### src/rtl/count_datapath_pkg.sv
// Shared constants and types for the stopwatch count datapath.
// This covers BCD digit geometry, the active-low 7-segment codes and the BCD time layout.
package count_datapath_pkg;

    localparam int BCD_W      = 4;
    localparam int NUM_DIGITS = 4;
    localparam int DIG_IDX_W  = $clog2(NUM_DIGITS);

    // Active-low segment codes, bit order {g,f,e,d,c,b,a}
    localparam logic [6:0] SEG_0     = 7'b1000000;
    localparam logic [6:0] SEG_1     = 7'b1111001;
    localparam logic [6:0] SEG_2     = 7'b0100100;
    localparam logic [6:0] SEG_3     = 7'b0110000;
    localparam logic [6:0] SEG_4     = 7'b0011001;
    localparam logic [6:0] SEG_5     = 7'b0010010;
    localparam logic [6:0] SEG_6     = 7'b0000010;
    localparam logic [6:0] SEG_7     = 7'b1111000;
    localparam logic [6:0] SEG_8     = 7'b0000000;
    localparam logic [6:0] SEG_9     = 7'b0010000;
    localparam logic [6:0] SEG_BLANK = 7'b1111111;

    typedef struct packed {
        logic [BCD_W-1:0] s_tens;
        logic [BCD_W-1:0] s_units;
        logic [BCD_W-1:0] h_tens;
        logic [BCD_W-1:0] h_units;
    } bcd_time_t;

    function automatic logic [BCD_W-1:0] bcd_digit_inc(input logic [BCD_W-1:0] d,
                                                       input logic [BCD_W-1:0] last);
        return (d == last) ? 4'd0 : (d + 4'd1);
    endfunction

endpackage

### src/rtl/count_datapath_if.sv
// Control inputs and display outputs of the stopwatch datapath.
// The clock and reset are outside this bundle.
interface count_datapath_if;
    logic        clr;
    logic        count;
    logic        save;
    logic        disp;
    logic [15:0] time_bcd;
    logic        lap_valid;
    logic        ovf;
    logic [3:0]  an;
    logic [6:0]  seg;
    logic        dp;

    modport master (
        output clr, count, save, disp,
        input  time_bcd, lap_valid, ovf, an, seg, dp
    );

    modport slave (
        input  clr, count, save, disp,
        output time_bcd, lap_valid, ovf, an, seg, dp
    );
endinterface

### src/rtl/count_datapath_seg7_decode.sv
// Combinational BCD to active-low 7-segment decoder.
// Non-decimal nibble values produce a blank digit.
module seg7_decode
    import count_datapath_pkg::*;
(
    input  logic [BCD_W-1:0] bcd_i,
    output logic [6:0]       seg_o
);

    // Nibble to segment pattern lookup
    always_comb begin
        seg_o = SEG_BLANK;
        case (bcd_i)
            4'd0:    seg_o = SEG_0;
            4'd1:    seg_o = SEG_1;
            4'd2:    seg_o = SEG_2;
            4'd3:    seg_o = SEG_3;
            4'd4:    seg_o = SEG_4;
            4'd5:    seg_o = SEG_5;
            4'd6:    seg_o = SEG_6;
            4'd7:    seg_o = SEG_7;
            4'd8:    seg_o = SEG_8;
            4'd9:    seg_o = SEG_9;
            default: seg_o = SEG_BLANK;
        endcase
    end

endmodule

### src/rtl/count_datapath.sv
// Stopwatch datapath: 10 ms prescaler, SS.hh BCD running time, lap capture, wrap flag
// and a multiplexed 4-digit active-low 7-segment scan.
module count_datapath
    import count_datapath_pkg::*;
#(
    parameter int TICK_DIV = 500000,
    parameter int SCAN_DIV = 50000
) (
    input  logic             clk,
    input  logic             reset,
    count_datapath_if.slave  bus
);

    localparam int PRESC_W = (TICK_DIV > 2) ? $clog2(TICK_DIV) : 1;
    localparam int SCAN_W  = (SCAN_DIV > 2) ? $clog2(SCAN_DIV) : 1;
    localparam logic [PRESC_W-1:0]   PRESC_LAST = PRESC_W'(TICK_DIV - 1);
    localparam logic [SCAN_W-1:0]    SCAN_LAST  = SCAN_W'(SCAN_DIV - 1);
    localparam logic [DIG_IDX_W-1:0] DIG_LAST   = DIG_IDX_W'(NUM_DIGITS - 1);

    logic [PRESC_W-1:0]   presc_q, presc_d;
    bcd_time_t            time_q, time_d;
    bcd_time_t            lap_q, lap_d;
    logic                 lap_valid_q, lap_valid_d;
    logic                 ovf_q, ovf_d;
    logic [SCAN_W-1:0]    scan_q, scan_d;
    logic [DIG_IDX_W-1:0] dig_q, dig_d;

    logic                 tick_s;
    bcd_time_t            time_inc_s;
    logic                 c_hu_s, c_ht_s, c_su_s, wrap_s;
    bcd_time_t            time_bcd_s;
    logic [BCD_W-1:0]     nibble_s;
    logic [6:0]           seg_s;
    logic [3:0]           an_s;

    assign tick_s = bus.count && (presc_q == PRESC_LAST);

    // BCD increment of SS.hh with ripple carries; wrap_s marks 59.99 -> 00.00
    always_comb begin
        c_hu_s = (time_q.h_units == 4'd9);
        c_ht_s = c_hu_s && (time_q.h_tens == 4'd9);
        c_su_s = c_ht_s && (time_q.s_units == 4'd9);
        wrap_s = c_su_s && (time_q.s_tens == 4'd5);
        time_inc_s.h_units = bcd_digit_inc(time_q.h_units, 4'd9);
        time_inc_s.h_tens  = c_hu_s ? bcd_digit_inc(time_q.h_tens, 4'd9)  : time_q.h_tens;
        time_inc_s.s_units = c_ht_s ? bcd_digit_inc(time_q.s_units, 4'd9) : time_q.s_units;
        time_inc_s.s_tens  = c_su_s ? bcd_digit_inc(time_q.s_tens, 4'd5)  : time_q.s_tens;
    end

    // Timekeeping next state; clr outranks tick and save, and save latches the pre-tick time
    always_comb begin
        presc_d     = presc_q;
        time_d      = time_q;
        lap_d       = lap_q;
        lap_valid_d = lap_valid_q;
        ovf_d       = ovf_q;
        if (bus.clr) begin
            presc_d     = '0;
            time_d      = '0;
            lap_d       = '0;
            lap_valid_d = 1'b0;
            ovf_d       = 1'b0;
        end else begin
            if (tick_s) begin
                presc_d = '0;
                time_d  = time_inc_s;
                ovf_d   = ovf_q | wrap_s;
            end else if (bus.count) begin
                presc_d = presc_q + PRESC_W'(1);
            end else begin
                presc_d = presc_q;
            end
            if (bus.save) begin
                lap_d       = time_q;
                lap_valid_d = 1'b1;
            end else begin
                lap_d       = lap_q;
            end
        end
    end

    // Free-running digit scan, unaffected by clr or count
    always_comb begin
        scan_d = scan_q;
        dig_d  = dig_q;
        if (scan_q == SCAN_LAST) begin
            scan_d = '0;
            dig_d  = (dig_q == DIG_LAST) ? '0 : (dig_q + DIG_IDX_W'(1));
        end else begin
            scan_d = scan_q + SCAN_W'(1);
            dig_d  = dig_q;
        end
    end

    // State registers with synchronous reset
    always_ff @(posedge clk) begin
        if (reset) begin
            presc_q     <= '0;
            time_q      <= '0;
            lap_q       <= '0;
            lap_valid_q <= 1'b0;
            ovf_q       <= 1'b0;
            scan_q      <= '0;
            dig_q       <= '0;
        end else begin
            presc_q     <= presc_d;
            time_q      <= time_d;
            lap_q       <= lap_d;
            lap_valid_q <= lap_valid_d;
            ovf_q       <= ovf_d;
            scan_q      <= scan_d;
            dig_q       <= dig_d;
        end
    end

    // Display source select and per-digit nibble / anode selection
    always_comb begin
        time_bcd_s = bus.disp ? lap_q : time_q;
        nibble_s   = time_bcd_s.h_units;
        an_s       = 4'b1110;
        case (dig_q)
            2'd0: begin nibble_s = time_bcd_s.h_units; an_s = 4'b1110; end
            2'd1: begin nibble_s = time_bcd_s.h_tens;  an_s = 4'b1101; end
            2'd2: begin nibble_s = time_bcd_s.s_units; an_s = 4'b1011; end
            2'd3: begin nibble_s = time_bcd_s.s_tens;  an_s = 4'b0111; end
            default: begin nibble_s = time_bcd_s.h_units; an_s = 4'b1110; end
        endcase
    end

    seg7_decode u_seg7_decode (
        .bcd_i (nibble_s),
        .seg_o (seg_s)
    );

    assign bus.time_bcd  = time_bcd_s;
    assign bus.lap_valid = lap_valid_q;
    assign bus.ovf       = ovf_q;
    assign bus.an        = an_s;
    assign bus.seg       = seg_s;
    // Decimal point sits after the seconds-units digit
    assign bus.dp        = (dig_q != 2'd2);

endmodule

### src/flat_wrapper.sv
// flat-port wrapper written by rule: the top's interface ports become plain ports
module count_datapath_flat import count_datapath_pkg::*;
#(
    parameter int TICK_DIV = 500000,
    parameter int SCAN_DIV = 50000
)
  (clk, reset, bus_clr, bus_count, bus_save, bus_disp, bus_time_bcd, bus_lap_valid, bus_ovf, bus_an, bus_seg, bus_dp);
  count_datapath_if bus_i ();
  input  logic clk;
  input  logic reset;
  input wire logic [$bits(bus_i.clr)-1:0] bus_clr;
  input wire logic [$bits(bus_i.count)-1:0] bus_count;
  input wire logic [$bits(bus_i.save)-1:0] bus_save;
  input wire logic [$bits(bus_i.disp)-1:0] bus_disp;
  output wire logic [$bits(bus_i.time_bcd)-1:0] bus_time_bcd;
  output wire logic [$bits(bus_i.lap_valid)-1:0] bus_lap_valid;
  output wire logic [$bits(bus_i.ovf)-1:0] bus_ovf;
  output wire logic [$bits(bus_i.an)-1:0] bus_an;
  output wire logic [$bits(bus_i.seg)-1:0] bus_seg;
  output wire logic [$bits(bus_i.dp)-1:0] bus_dp;
  assign bus_i.clr = bus_clr;
  assign bus_i.count = bus_count;
  assign bus_i.save = bus_save;
  assign bus_i.disp = bus_disp;
  assign bus_time_bcd = bus_i.time_bcd;
  assign bus_lap_valid = bus_i.lap_valid;
  assign bus_ovf = bus_i.ovf;
  assign bus_an = bus_i.an;
  assign bus_seg = bus_i.seg;
  assign bus_dp = bus_i.dp;
  count_datapath #(.TICK_DIV(TICK_DIV), .SCAN_DIV(SCAN_DIV)) u_core (.clk(clk), .reset(reset), .bus(bus_i));
endmodule
### config.mk
export PLATFORM = sky130hd
export DESIGN_NAME = count_datapath_flat
export DESIGN_NICKNAME = d
export VERILOG_FILES = /design/src/rtl/count_datapath_pkg.sv /design/src/rtl/count_datapath_if.sv /design/src/rtl/count_datapath_seg7_decode.sv /design/src/rtl/count_datapath.sv /design/src/flat_wrapper.sv
export SDC_FILE = /design/constraint.sdc
export NUM_CORES = 1
export LEC_CHECK = 0
export ABC_AREA = 1
export BUFFER_PORTS_ARGS = -buffer_cell sky130_fd_sc_hd__buf_2
export CORE_MARGIN = 5
export CORE_UTILIZATION = 45
export CTS_CLUSTER_DIAMETER = 120
export CTS_CLUSTER_SIZE = 24
export DETAILED_ROUTE_END_ITERATION = 8
export GPL_TIMING_DRIVEN = 0
export SYNTH_ARGS = -nofsm -noshare
export SYNTH_HDL_FRONTEND = slang
export SYNTH_SLANG_ARGS = --single-unit
### constraint.sdc
create_clock -name clk -period 2.7 [get_ports clk]
set_clock_uncertainty 0.15 [all_clocks]
set_input_delay 0.27 -clock clk [delete_from_list [all_inputs] [get_ports clk]]
set_output_delay 0.27 -clock clk [all_outputs]
set_load 0.01 [all_outputs]
Word-level counts from Yosys, hierarchy flattened
Memories as Yosys holds them, arrays and structs flattened.
Cells that the tools add are included.
{"block": "totals", "regBits": 71, "romBits": 112, "inputBits": 6, "out_inout_bits": 30, "wordCells": 51, "memories": 1}
{"name": "(name not given)", "depth": 16, "word_bits": 7, "rd": 1, "rd_ports_with_merged_regs": 0, "wr": 0, "line_no": "count_datapath_seg7_decode.sv:13", "rtl": "case (bcd_i)"}
{"block": "classes", "add_sub_neg": 7, "n_eq_ne": 10, "n_mux": 8, "bitwise_logic": 1, "reduce_logical": 11}
{"cell": "$pmux W4 S4", "count": 2}
{"cell": "$add A19 B1 Y19 const B", "count": 1}
{"cell": "$eq A19 B19 Y1 const B", "count": 1}
{"cell": "$add A16 B1 Y16 const B", "count": 1}
{"cell": "$add A4 B1 Y4 const B", "count": 4}
{"cell": "$eq A16 B16 Y1 const B", "count": 1}
{"cell": "$mux W16", "count": 1}
{"cell": "$mux W4", "count": 4}
{"cell": "$eq A4 B4 Y1 const B", "count": 3}
{"cell": "$reduce_and A2 Y1", "count": 3}
{"cell": "$eq A2 B2 Y1 const B", "count": 2}
{"cell": "$eq A4 B3 Y1 const B", "count": 1}
{"cell": "$logic_and A1 B1 Y1", "count": 4}
{"cell": "$reduce_or A2 Y1", "count": 2}
{"cell": "$reduce_or A3 Y1", "count": 1}
{"cell": "$add A2 B1 Y2 const B", "count": 1}
{"cell": "$eq A2 B1 Y1 const B", "count": 1}
{"cell": "$logic_not A2 Y1", "count": 1}
{"cell": "$mux W2", "count": 1}
{"cell": "$ne A2 B2 Y1 const B", "count": 1}
{"cell": "$or A1 B1 Y1", "count": 1}

Longest topological paths before layout
Gate-level depths: netlist of the first run.
{"block": "depth", "word_depth": 5, "ltp_mapped": 12, "depth_no_buf": 11}

By module
From an unflattened synthesis of the first run, not the netlist that was laid out.
{"block": "hier_totals", "cells_unflattened": 585, "hier_area_um2": 3911.3}
{"module": "count_datapath", "n_inst": 1, "cells_per_inst": 550, "area_each_um2": 3723.6, "seq_area_each_um2": 1421.4}
{"module": "seg7_decode", "n_inst": 1, "cells_per_inst": 35, "area_each_um2": 187.7, "seq_area_each_um2": 0.0}

Worst setup path before layout of the first run
OpenSTA, ideal clock, no wires.
{"block": "synth_path", "kind": "register to output", "startpoint": "reg u_core.dig_q[0]", "endpoint": "out bus_seg[6]", "t_arrival_ns": 1.677, "slack_ns": 0.603, "stages_incl_launch_ff": 12, "path_buffers": 0, "cell_sequence": "dfxtp_1 -> inv_1 -> ha_1 -> clkinv_1 -> nand2_1 -> o21ai_2 -> inv_1 -> ha_1 -> nand3_1 -> nand2_1 -> nand2_1 -> nand2_1"}
{"block": "synth_between", "elab_chain_cells": 3, "elab_cells_between_ends": 6, "cone_classes": "eq/ne (3); mux (1); reduce/logical (1); memory (1)"}
{"element": "start: declaration", "line_no": "count_datapath.sv:26", "rtl": "logic [DIG_IDX_W-1:0] dig_q, dig_d;"}
{"element": "start signal: assignment", "line_no": "count_datapath.sv:112", "rtl": "dig_q <= dig_d;"}
{"element": "$eq A2 B2 Y1, or another cell as far along", "line_no": "count_datapath.sv:121", "rtl": "case (dig_q)"}
{"element": "$pmux W4 S4 (*)", "line_no": "count_datapath.sv:121"}
{"element": "$mem_v2 Z16 W7 (*)"}
{"element": "end: declaration", "line_no": "flat_wrapper.sv:19", "rtl": "output wire logic [$bits(bus_i.seg)-1:0] bus_seg;"}
Mark *: on every way between the ends. The rest lies on a longest branch, timed or not.

Final worst setup path of the first run
{"block": "layout_path", "startpoint": "reg u_core.dig_q[0]", "endpoint": "out bus_seg[3]"}
Same word-level chain as after synthesis.

==> reports/results.ini, run 1 <==
[power_and_ir_drop]
p_sw_mw = 0.516
power_leakage_nw = 1.96
pwr-share-clk_pct = 46.2
combPwrFrac_pct = 6.3
power_density_mw_per_mm2 = 465
p_int_mw = 1.72
p_seq_share_pct = 47.5
peakVddDrop_mv = 0.303
report.power.total_mw = 2.24
p_sw_share_pct = 23.0

[die]
rows = 35
initial_core_util_pct = 45.6
die_w_um = 106
core_mm2 = 0.00915
die_area_mm2 = 0.0113
die-height_um = 106
io_pins = 36

[synth]
synth_edf_count = 0
syn_nets = 638
ys_async_sr_fraction_pct = 0
yosysSeqAreaShare_pct = 34.1
yosys_register_bits = 71
netlist_instances = 620
yosys.cell_types.count = 39
ys.flop_type = dfxtp_1
yosys_warnings = 0
syn_area_mm2 = 0.00417
synth.avg_cell_area_um2 = 6.73

[sta]
tns_ns = 0
fin_ws_ns = 0.192
final-max-slew-violation-count = 0
final_hold_viol_count = 0
whs_ns = 0.148
worstMarginPinSlew_ns = 0.532
setup_viol = 0
period_share_pct = 92.9
fin_crit_ns = 2.51
fmax_mhz = 399
relSlewSlack_pct = 64.5

[cts]
tritoncts.num_buffers = 9
clock_latency_ns = 0.35
htreeDepth = 3
cts_tree = done
clock-sinks = 71
clk_path_buf_depth = 2
clkTransAtPathRegs_ns = 0.08
cts_root_buf = clkbuf_8

[placed_design]
io_buffers = 35
pre_cts_slack_ns = 0.244
hpwlAfterDp_mm = 7.27
gp_congestion = 0.860

[final_layout]
seqCellArea_mm2 = 0.00143
diodes = 0
final_core_util_pct = 52.7
layout_commonest_cell = nand2_1
layout-drive-gt1-share_pct = 16.7
nNetsFinal = 689
most-common-layout-cells = nand2_1 (146), inv_1 (88), nor2_1 (73)
multi_input_area_mm2 = 0.00235
fillers = 923
syn2layout_area_growth_pct = 15.5

[critical_path]
worstPathArrival_ns = 2.09
worstPathMaxFanout = 6
start_kind = register
path_class = reg2out
cp-end-kind = primary output
rr_startpoint = u_core.scan_q[0]
crit_start = u_core.dig_q[0]
crit_required_ns = 2.28

[job]
drv_cap = 0

[drt]
vias = 3896
routed_wl_mm = 9.55
dr.pass1.iters = 6
antenna_left = 0
drc_errors = 0
wl_per_cell_um = 12.1
avgViaCountPerCell = 4.95
drtIter0Drc = 134

[global_route]
grt_util_all_layers_pct = 17.7
grt-ovfl-total = 0
grt_antenna_before_repair = 0
grt_max_degree = 14
grt_pass1_vias = 3549
grt_first_pass_wirelength_mm = 16.2

[hold_path]
worstHoldPathType = in2reg
hold_start = bus_save

[outcome]
outcome = complete, no violations

## metal layers
| layer | GRT usage, % | vias up | share of wire [%] |
|---|---|---|---|
| met2 | 28.6 | 67 | 46 |
| li1 | - | 2075 | - |
| met1 | 23.7 | 1740 | 48 |
| met3 | 3.04 | 14 | 4.1 |
| met5 | 0 | - | 0 |
| met4 | 6.57 | 0 | 1.5 |
## per-stage QoR
step,cells,area (um^2)
global placement,766,4490
finish,787,4820
floorplan,620,4170
detailed placement,766,4490
global route,787,4820
CTS,783,4760
## layout make-up
cell class,instances,area share (%)
clock inverters,7,2.52
multi-input cells,443,48.8
flip-flops and latches,71,29.6
plain buffers,13,1.87
well taps,111,2.88
inverters,93,7.29
repair buffers,40,4.47
clock buffers,9,2.57
## cells in the mapped netlist (12+ instances only)
master   instances  area [um^2]
ha_1            12          150
nor3_1          14         70.1
inv_1           89          334
a21oi_1         34          170
o21ai_0         21          105
nor2_1          73          274
xor2_1          12          105
dfxtp_1         71         1420
nand3_1         35          175
nand4_1         18          113
nand2_1        146          548
## cell families (layout without fill, tap and decap cells)
| kind of cell | count (synthesis) | after routing | synth area share [%] |
|---|---|---|---|
| buf+inv | 106 | 162 | 10.5 |
| xor+xnor | 16 | 16 | 3.36 |
| compound gates | 77 | 77 | 10.6 |
| flops | 71 | 71 | 34.1 |
| simple gates | 338 | 338 | 37.9 |
| fa+ha+maj | 12 | 12 | 3.60 |
## state kept, by name, summed over array words and instances (netlist names)
signal and flops:
u_core.time_q 16, u_core.bus.ovf 1, u_core.scan_q 16, u_core.lap_q 16, u_core.dig_q 2, u_core.presc_q 19
u_core.bus.lap_valid 1
## critical path, stage by stage, from the launching register on
cell      delay [ns]
dfxtp_4         0.37
ha_1            0.28
o211ai_1        0.13
nand2_1         0.11
o21ai_4         0.22
ha_1            0.27
nand3_1         0.11
nand3_1         0.09
nand2_1         0.05
buf_2           0.12
## final timing paths
check / endpoint / slack (ns) / cells after the start
max: bus_seg[3] / 0.19 / 9
min: u_core.lap_q[14] / 0.15 / 3
max reg2reg: u_core.scan_q[7] / 0.83 / 9
min reg2reg: u_core.scan_q[0] / 0.30 / 1
## timing repair
action                                 CTS  global route
gates cloned                             0             0
pin swaps                                0             3
endpoints found under the hold margin    2             0
hold buffers                             1             0
setup buffers                            0             4
setup endpoints to repair                6             5
resized for setup                        5             9
## power groups by stage
stage | logic, mW | registers [mW] | clock network, mW
2_1_floorplan | 0.0920 | 1.09 | 0
3_3_place_gp | 0.137 | 1.09 | 0
3_5_place_dp | 0.138 | 1.09 | 0
4_1_cts | 0.141 | 1.06 | 1.06
5_1_grt | 0.158 | 1.06 | 1.12
6_report | 0.141 | 1.06 | 1.04
(Power assumes the default switching activity.)
==> run 2: changes to the inputs <==
- PLACE_DENSITY: unset -> 0.65
- clock period: 2.7 -> 2.1 ns (I/O delays scaled with it)
==> run 2 against run 1 <==
The flow now finishes with violations (negative setup slack); cell count up 0.51%; non-clock buffer count up 4; register-to-register slack worse by 0.57 ns; flip-flop and latch count unchanged; via count up 1.2%; utilization up 1.4 points; wire length up 3.4%; clock power up 27%; critical path depth up 3; count of clock-buffer cells in the layout up 4; design area up 2.7%; critical path type unchanged; critical endpoint is now bus_seg[0]; largest cell class unchanged; largest power group unchanged.
==> reports/results.ini, run 2 (synthesis gave the netlist of run 1 again) <==
[outcome]
outcome = finished with violations
failed_checks = negative setup slack

[drt]
routed_wl_mm = 9.88
wl_per_cell_um = 12.5
antenna_left = 0
drtIter0Drc = 140
dr.pass1.iters = 4
avgViaCountPerCell = 4.98
drc_errors = 0
vias = 3941

[placed_design]
hpwlAfterDp_mm = 7.33
io_buffers = 35
gp_congestion = 0.893
pre_cts_slack_ns = -0.268

[final_layout]
layout-drive-gt1-share_pct = 19.1
largest_reg_flops = 19
nNetsFinal = 693
largest_register = u_core.presc_q
most-common-layout-cells = nand2_1 (142), inv_1 (84), nor2_1 (72)
diodes = 0
layout_commonest_cell = nand2_1
final_core_util_pct = 54.1
syn2layout_area_growth_pct = 18.7

[sta]
period_share_pct = 114
fmax_mhz = 419
final-max-slew-violation-count = 0
final_hold_viol_count = 0
setup_viol = 7
relSlewSlack_pct = 64.7
fin_ws_ns = -0.285
fin_crit_ns = 2.39
worstMarginPinSlew_ns = 0.529
rsz0062_at_grt = yes

[die]
die_area_mm2 = 0.0113
die-height_um = 106
io_pins = 36
die_w_um = 106
rows = 35
core_mm2 = 0.00915
initial_core_util_pct = 45.6

[hold_path]
worstHoldPathType = in2reg
hold_end = u_core.lap_q[15]
hold_depth = 4
hold_start = bus_save

[critical_path]
max_stage_delay_ns = 0.40
path_class = reg2out
critPathSlowestCell = dfxtp_4
crit_chain = inv_4 -> ha_4 -> inv_4 -> nand2_1 -> o21ai_4 -> inv_2 -> ha_2 -> inv_2 -> nand2_2 -> nand3_1 -> nand2_1 -> buf_2
rr_startpoint = u_core.scan_q[0]
start_kind = register
reg2regPathDepth = 9
worstPathMaxFanout = 6
rrSetupSlack_ns = 0.26
worstPathArrival_ns = 2.03
cp-end-kind = primary output
r2r-end = u_core.scan_q[4]
crit_required_ns = 1.74

[cts]
clkTransAtPathRegs_ns = 0.08
clk_path_buf_depth = 2
cts_root_buf = clkbuf_8
htreeDepth = 3
clock_latency_ns = 0.34
tritoncts.num_buffers = 9
clock-sinks = 71
cts_tree = done

[power_and_ir_drop]
power_density_mw_per_mm2 = 579
peakVddDrop_mv = 0.288
report.power.total_mw = 2.87
power_leakage_nw = 2.00

[global_route]
grt_util_all_layers_pct = 18.2
grt_pass1_vias = 3696
grt-ovfl-total = 0
grt_first_pass_wirelength_mm = 16.8
grt_max_degree = 12
grt_antenna_before_repair = 0

[job]
drv_cap = 0

## run 2: cell count changes in the layout (fill, tap and decap cells not counted), moves of 3 or more
cell | before | now
nand2_2 | 11 | 14
ha_4 | 1 | 5
ha_1 | 9 | 6
buf_4 | 8 | 12
nand3_1 | 34 | 31
clkbuf_1 | 6 | 9
inv_1 | 88 | 84
clkinvlp_4 | 3 | 0
nand2_1 | 146 | 142
## run 2: through the flow
stage	hold slack [ns]	setup TNS (ns)	instance area [um^2]	std cells
finish	0.110	-1.68	4950	791
global route	0.118	-2.65	4950	791
CTS	0.0890	-1.79	4880	790
detailed placement	0.265	-1.47	4490	766
global placement	0.262	-1.07	4490	766
floorplan	0.129	0	4170	620
## run 2: area by class of cell
cell class | instances | area [um^2]
fill | 872 | 4200
multi-input combinational | 443 | 2450
sequential | 71 | 1430
inverter | 93 | 357
timing repair buffer | 44 | 245
clock buffer | 13 | 149
tap | 111 | 139
clock inverter | 3 | 90.1
buffer | 13 | 90.1
## run 2: worst max-delay path, delay by kind of cell (launching register included)
kind,cells,cell delay [ns]
buffers and inverters,5,0.40
DFF,1,0.40
adders and majority gates,2,0.35
and+or+nand+nor,4,0.28
AOI/OAI and AO/OA,1,0.24
## run 2: timing repair
item | in CTS | in global routing
setup buffers | 7 | 1
endpoints found under the setup margin | 7 | 12
pin swaps | 11 | 7
hold buffers | 1 | 0
endpoints found under the hold margin | 2 | 0
gates resized for setup | 24 | 16
## run 2: routing by layer
| metal | vias to the layer above | wire length (um) | track usage [%] |
|---|---|---|---|
| li1 | 2086 | - | - |
| met1 | 1778 | 4620 | 23.1 |
| met2 | 71 | 4740 | 31.4 |
| met3 | 6 | 429 | 3.46 |
| met4 | 0 | 85 | 5.00 |
| met5 | - | 0 | 0 |
## run 2: worst max-delay path by stage
stage	from	end	slack, ns	cells past startpoint
6_report	u_core.dig_q[0]	bus_seg[0]	-0.29	12
5_1_grt	u_core.dig_q[0]	bus_seg[6]	-0.42	12
4_1_cts	u_core.dig_q[1]	bus_seg[3]	-0.29	10
3_5_place_dp	u_core.dig_q[0]	bus_seg[6]	-0.27	12
3_3_place_gp	u_core.dig_q[0]	bus_seg[5]	-0.20	12
2_1_floorplan	u_core.dig_q[0]	bus_seg[6]	0.06	11
## run 2: power breakdown
part | switching [mW] | internal [mW]
clock network | 0.491 | 0.824
logic | 0.118 | 0.0678
registers | 0.00896 | 1.36
total | 0.618 | 2.25
